$ cat config.mk
export PLATFORM = sky130hd
export DESIGN_NAME = fdiv_mul
export DESIGN_NICKNAME = d
export VERILOG_FILES = /design/src/rtl/fpu_pkg.sv /design/src/rtl/fmul_core.sv /design/src/rtl/fdiv_mul.sv
export SDC_FILE = /design/constraint.sdc
export NUM_CORES = 2
export LEC_CHECK = 0
export CORE_MARGIN = 3
export CORE_UTILIZATION = 55
export DETAILED_ROUTE_END_ITERATION = 8
export PLACE_DENSITY = 0.8
export SKIP_CTS_REPAIR_TIMING = 1
export SYNTH_ARGS = -nofsm -noshare
export SYNTH_HDL_FRONTEND = slang
export SYNTH_SLANG_ARGS = --single-unit
$ cat constraint.sdc
create_clock -name clk -period 8.19 [get_ports clk]
set_input_delay 0.819 -clock clk [delete_from_list [all_inputs] [get_ports clk]]
set_output_delay 0.819 -clock clk [all_outputs]
set_load 0.01 [all_outputs]
$ cat src/rtl/fpu_pkg.sv
// Shared single-precision field definitions, special constants and operand
// classification used by the divide and multiply datapaths.
package fpu_pkg;

    localparam int EXP_W    = 8;
    localparam int MANT_W   = 23;
    localparam int EXP_BIAS = 127;

    localparam logic [31:0] QNAN = 32'h7FC0_0000;
    localparam logic [31:0] PINF = 32'h7F80_0000;

    typedef enum logic [1:0] {
        ZERO,
        NORMAL,
        INF,
        NAN
    } fclass_t;

    // Special-case outcome carried alongside an operation until the output.
    typedef struct packed {
        logic        special;
        logic [31:0] result;
        logic        dz;
    } spec_t;

    typedef struct packed {
        logic        valid;
        logic [31:0] x1;
        spec_t       sp;
    } dline_t;

    // Denormals are flushed, so any zero exponent classifies as ZERO.
    function automatic fclass_t fclassify(input logic [31:0] f);
        logic [EXP_W-1:0]  e;
        logic [MANT_W-1:0] m;
        e = f[30:23];
        m = f[MANT_W-1:0];
        if (e == '0)
            return ZERO;
        else if (e == '1)
            return (m == '0) ? INF : NAN;
        else
            return NORMAL;
    endfunction

endpackage

$ cat src/rtl/fmul_core.sv
// Two-stage pipelined single-precision multiplier for the normal path:
// truncating (round toward zero), flush-to-zero, saturating to signed inf.
module fmul_core
    import fpu_pkg::*;
(
    input  logic        clk,
    input  logic        rstn,
    input  logic        in_valid,
    input  logic [31:0] a,
    input  logic [31:0] b,
    output logic        out_valid,
    output logic [31:0] y
);

    logic                     va;
    logic                     sa;
    logic                     za;
    logic [24:0]              prod_a;
    logic signed [9:0]        exp_a;

    logic [24:0]              prod_c;
    logic signed [9:0]        exp_c;
    logic signed [9:0]        exp_n;
    logic [MANT_W-1:0]        mant_n;

    // Only product bits [47:23] can reach the result, so only those are kept.
    assign prod_c = 25'((48'({1'b1, a[MANT_W-1:0]}) * 48'({1'b1, b[MANT_W-1:0]})) >> MANT_W);
    assign exp_c  = 10'(a[30:23]) + 10'(b[30:23]) - 10'(EXP_BIAS);

    always_ff @(posedge clk or negedge rstn) begin
        if (!rstn) begin
            va     <= 1'b0;
            sa     <= 1'b0;
            za     <= 1'b0;
            prod_a <= '0;
            exp_a  <= '0;
        end else begin
            // NOTE: non-blocking assignments so each stage captures the value
            // its predecessor held before this edge.
            va <= in_valid;
            if (in_valid) begin
                sa     <= a[31] ^ b[31];
                za     <= (fclassify(a) == ZERO) || (fclassify(b) == ZERO);
                prod_a <= prod_c;
                exp_a  <= exp_c;
            end
        end
    end

    // prod_a[24] is product bit 47: a carry into the 2.x range bumps the exponent.
    assign exp_n  = prod_a[24] ? exp_a + 10'sd1 : exp_a;
    assign mant_n = prod_a[24] ? prod_a[23:1] : prod_a[22:0];

    always_ff @(posedge clk or negedge rstn) begin
        if (!rstn) begin
            out_valid <= 1'b0;
            y         <= '0;
        end else begin
            out_valid <= va;
            if (va) begin
                if (za || exp_n <= 10'sd0)
                    y <= {sa, 31'b0};
                else if (exp_n >= 10'sd255)
                    y <= {sa, PINF[30:0]};
                else
                    y <= {sa, exp_n[7:0], mant_n};
            end
        end
    end

endmodule

$ cat src/rtl/fdiv_mul.sv
// Single-precision divide y = x1 * recip(x2): the divisor goes to an external
// reciprocal unit while dividend and special-case outcome ride a matching delay line.
module fdiv_mul
    import fpu_pkg::*;
#(
    parameter int RECIP_LAT = 3
) (
    input  logic        clk,
    input  logic        rstn,
    input  logic        in_valid,
    input  logic [31:0] x1,
    input  logic [31:0] x2,
    output logic [31:0] recip_x,
    input  logic [31:0] recip_y,
    output logic        out_valid,
    output logic [31:0] y,
    output logic        dz_flag,
    input  logic        flag_clr
);

    fclass_t     c1;
    fclass_t     c2;
    logic        sgn;
    spec_t       sp_in;
    dline_t      dl_head;
    dline_t      dl     [RECIP_LAT];
    dline_t      dl_src [RECIP_LAT];
    dline_t      dl_tail;

    logic        side_va;
    spec_t       side_a;
    spec_t       side_b;
    logic        core_valid;
    logic [31:0] core_y;

    assign recip_x = x2;
    assign c1      = fclassify(x1);
    assign c2      = fclassify(x2);
    assign sgn     = x1[31] ^ x2[31];

    always_comb begin
        // NOTE: every output gets a default first, so no path leaves a latch.
        sp_in = '0;
        if (c1 == NAN || c2 == NAN || (c1 == ZERO && c2 == ZERO) || (c1 == INF && c2 == INF)) begin
            sp_in.special = 1'b1;
            sp_in.result  = QNAN;
        end else if (c2 == ZERO) begin
            sp_in.special = 1'b1;
            sp_in.result  = {sgn, PINF[30:0]};
            sp_in.dz      = 1'b1;
        end else if (c1 == INF) begin
            sp_in.special = 1'b1;
            sp_in.result  = {sgn, PINF[30:0]};
        end else if (c1 == ZERO || c2 == INF) begin
            sp_in.special = 1'b1;
            sp_in.result  = {sgn, 31'b0};
        end
    end

    assign dl_head = '{valid: in_valid, x1: x1, sp: sp_in};

    always_comb begin
        dl_src[0] = dl_head;
        for (int i = 1; i < RECIP_LAT; i++)
            dl_src[i] = dl[i-1];
    end

    // Only the valid bit shifts every cycle; payload moves only behind a valid.
    always_ff @(posedge clk or negedge rstn) begin
        if (!rstn) begin
            // NOTE: the delay line is a register chain, not a RAM, so it is
            // cleared by reset along with the rest of the pipeline.
            for (int i = 0; i < RECIP_LAT; i++)
                dl[i] <= '0;
        end else begin
            for (int i = 0; i < RECIP_LAT; i++) begin
                if (dl_src[i].valid)
                    dl[i] <= dl_src[i];
                else
                    dl[i].valid <= 1'b0;
            end
        end
    end

    assign dl_tail = dl[RECIP_LAT-1];

    fmul_core u_core (
        .clk       (clk),
        .rstn      (rstn),
        .in_valid  (dl_tail.valid),
        .a         (dl_tail.x1),
        .b         (recip_y),
        .out_valid (core_valid),
        .y         (core_y)
    );

    // Special outcome tracks the two multiplier stages; dz_flag is set on the
    // same edge that launches the dz result, and that set beats a clear.
    always_ff @(posedge clk or negedge rstn) begin
        if (!rstn) begin
            side_va <= 1'b0;
            side_a  <= '0;
            side_b  <= '0;
            dz_flag <= 1'b0;
        end else begin
            side_va <= dl_tail.valid;
            if (dl_tail.valid)
                side_a <= dl_tail.sp;
            if (side_va)
                side_b <= side_a;
            if (side_va && side_a.dz)
                dz_flag <= 1'b1;
            else if (flag_clr)
                dz_flag <= 1'b0;
        end
    end

    assign out_valid = core_valid;
    assign y         = side_b.special ? side_b.result : core_y;

endmodule

==> reports/metrics.csv <==
metric,value,unit
io_buffers,165,
synth_top_cell_area_share,0.3570,
relSlewSlack,0.2529,
setup_viol,0,
vias_per_cell,5.586,
rows,80,
drt-total-wl,69.06,mm
core-area,48150,µm²
mostFrequentLayoutCells,"628 x inv_1, 482 x fa_1, 309 x nand2_1",
critPathKind,input pin to register,
grt_remaining_overflow,0,
ioPinCount,166,
post_synth_num_cell_types,66,
htree_num_levels,4,
syn_nets,3579,
dpl.hpwl,56.50,mm
worst_path_max_delay_cell,clkdlybuf4s50_1,
fin_crit_sh,0.9480,
grt_max_degree,115,
dieHeight,227.7,µm
cts_buffers,17,
cts_sinks,195,
syn2layout_area_growth,11.33,%
crit_buf_inv,7,
multi_input_area,19050,µm²
grt_setup_unrepaired,no,
yosysWarningCount,0,
cp_cell_sequence,"clkdlybuf4s50_1, buf_4, nand2_1, fa_1, inv_1, fa_1, inv_1, fa_1, fa_1, inv_1, fa_1, fa_1, inv_1, fa_1, inv_1, ha_1, nand4_1, or4b_1, a21oi_1, o31ai_1, a311oi_2, o211ai_1, a311o_2",
final.setup_skew,23.03,ps
status,completed,
worst_pin_slew,1121,ps
cts_tree,done,
initial_core_util,0.5614,
final_net_count,3700,
final_common_cell,inv_1,
final-hold-violation-count,0,
fillers,3856,
worstHoldPathType,input pin to async pin,
cts.clk_slew.worst_paths,90,ps
critPathMaxFanout,9,
drt_iter0_drc,1362,
worstPathArrival,8120,ps
syn_area_per_cell,9.592,µm²
synth_area,27030,µm²
maxCapViolCount,0,
cp-end-kind,register,
antenna_found_initial,2,
slew_viol_final,0,
synth-async-reset-ratio,1.000,
critPathRequiredTime,8550,ps
die_w,227.7,µm
gp_congestion,0.9458,
slowest_delay,780,ps
crit_top_cell,fa_1,
drtAntennaViolNets,0,
synth_seq_cells,195,
wl_per_cell,19.13,µm
drive_above_1_share,0.09112,
fin_setup_tns,0,ps
grtUsageTotal,0.2823,
ys_top_cells_by_area,"fa_1 36%, dfrtp_1 18%, inv_1 8.7%, ha_1 8.3%, and2_1 5.6%",
grt_pass1_vias,22557,
dieArea,51840,µm²
fmax,128.8,MHz
dr.pass1.iters,5,
startpoint_type,input pin,
synth_cells,2818,
period_minus_slack,7764,ps
ys_seq_area_frac,0.1805,
synth_edf_count,0,
path_delay_family,adder cells,
clock_path_buffers,2,
synth_area_leader_cell,fa_1,
synthFlopType,dfrtp_1,
route.detailed.drc,0,
register_area,4882,µm²
clock_latency,470,ps
cts_root_buffer,clkbuf_16,
grt_pass1_wl,114.0,mm
num_vias,20160,
[synth_stat cells (10+ instances only)]
library cell  number
inv_1            628
dfrtp_1          195
nand2_1          309
clkbuf_1         119
and3_1            10
xor2_1            18
o21ai_0           58
fa_1             482
nor4_1            16
buf_4             32
a21oi_1           54
nand4_1           22
nand3_1           24
mux2i_1           24
a21o_1            20
ha_1             179
nor2_1           100
o22ai_1           25
and2_1           241
mux2_2           127
xnor2_1           25
[cells by family (layout without fill, tap and decap cells)]
group,after synthesis,count (layout),share of synthesized area
AO/OA/AOI/OAI,218,218,0.05078
XOR/XNOR,43,43,0.01393
adder cells (fa/ha/maj),661,661,0.4398
buffers and inverters,788,922,0.1148
flip-flops,195,195,0.1805
multiplexers,151,151,0.06180
other,0,1,0
AND/OR/NAND/NOR,762,762,0.1383
[metal layers]
layer  wire (µm)  GRT usage
met1       25660     0.3361
met3        5028    0.05176
met2       34200     0.4883
met5          11          0
met4        4161     0.1532
[state kept, by name, summed over array words and instances (netlist names)]
name	cells
dl	114
u_core.y	32
u_core.prod_a	25
u_core.exp_a	10
side_a	5
side_b	4
dz_flag	1
u_core.out_valid	1
u_core.sa	1
u_core.va	1
u_core.za	1
[through the flow]
stage               instance area [µm²]    util  hold slack (ps)  std cells  setup WS (ps)
floorplan                         27030       -            351.9       2818           1220
global placement                  29500  0.6126            465.0       3576          116.5
detailed placement                29500  0.6126            470.4       3576          16.84
CTS                               30080  0.6248            494.5       3608          412.2
global route                      30090  0.6249            524.7       3608          36.99
finish                            30090  0.6250            469.0       3609          425.5
[cell type report]
type                            count  area share
Antenna cell                        1  0.00008316
Clock buffer                       17     0.01414
Clock inverter                     15    0.005405
Inverter                          630     0.07859
Multi-Input combinational cell   1835      0.6331
Sequential cell                   195      0.1622
Tap cell                          656     0.02728
Timing Repair Buffer              260     0.07913
[worst paths after layout]
| check | depth (start not counted) | slack [ps] | end | from |
|---|---|---|---|---|
| max | 23 | 430 | u_core.prod_a[13] | recip_y[3] |
| min | 1 | 470 | u_core.out_valid | rstn |
| max reg2reg | 23 | 790 | u_core.prod_a[13] | dl[46] |
| min reg2reg | 2 | 490 | dl[37] | dl[104] |
| max in group asynchronous | 2 | 6130 | dl[133] | rstn |
| min in group clk | 2 | 490 | dl[37] | dl[104] |
Power is not shown: default switching activity piles up to over one toggle a cycle in this logic, so the estimate is an artifact.
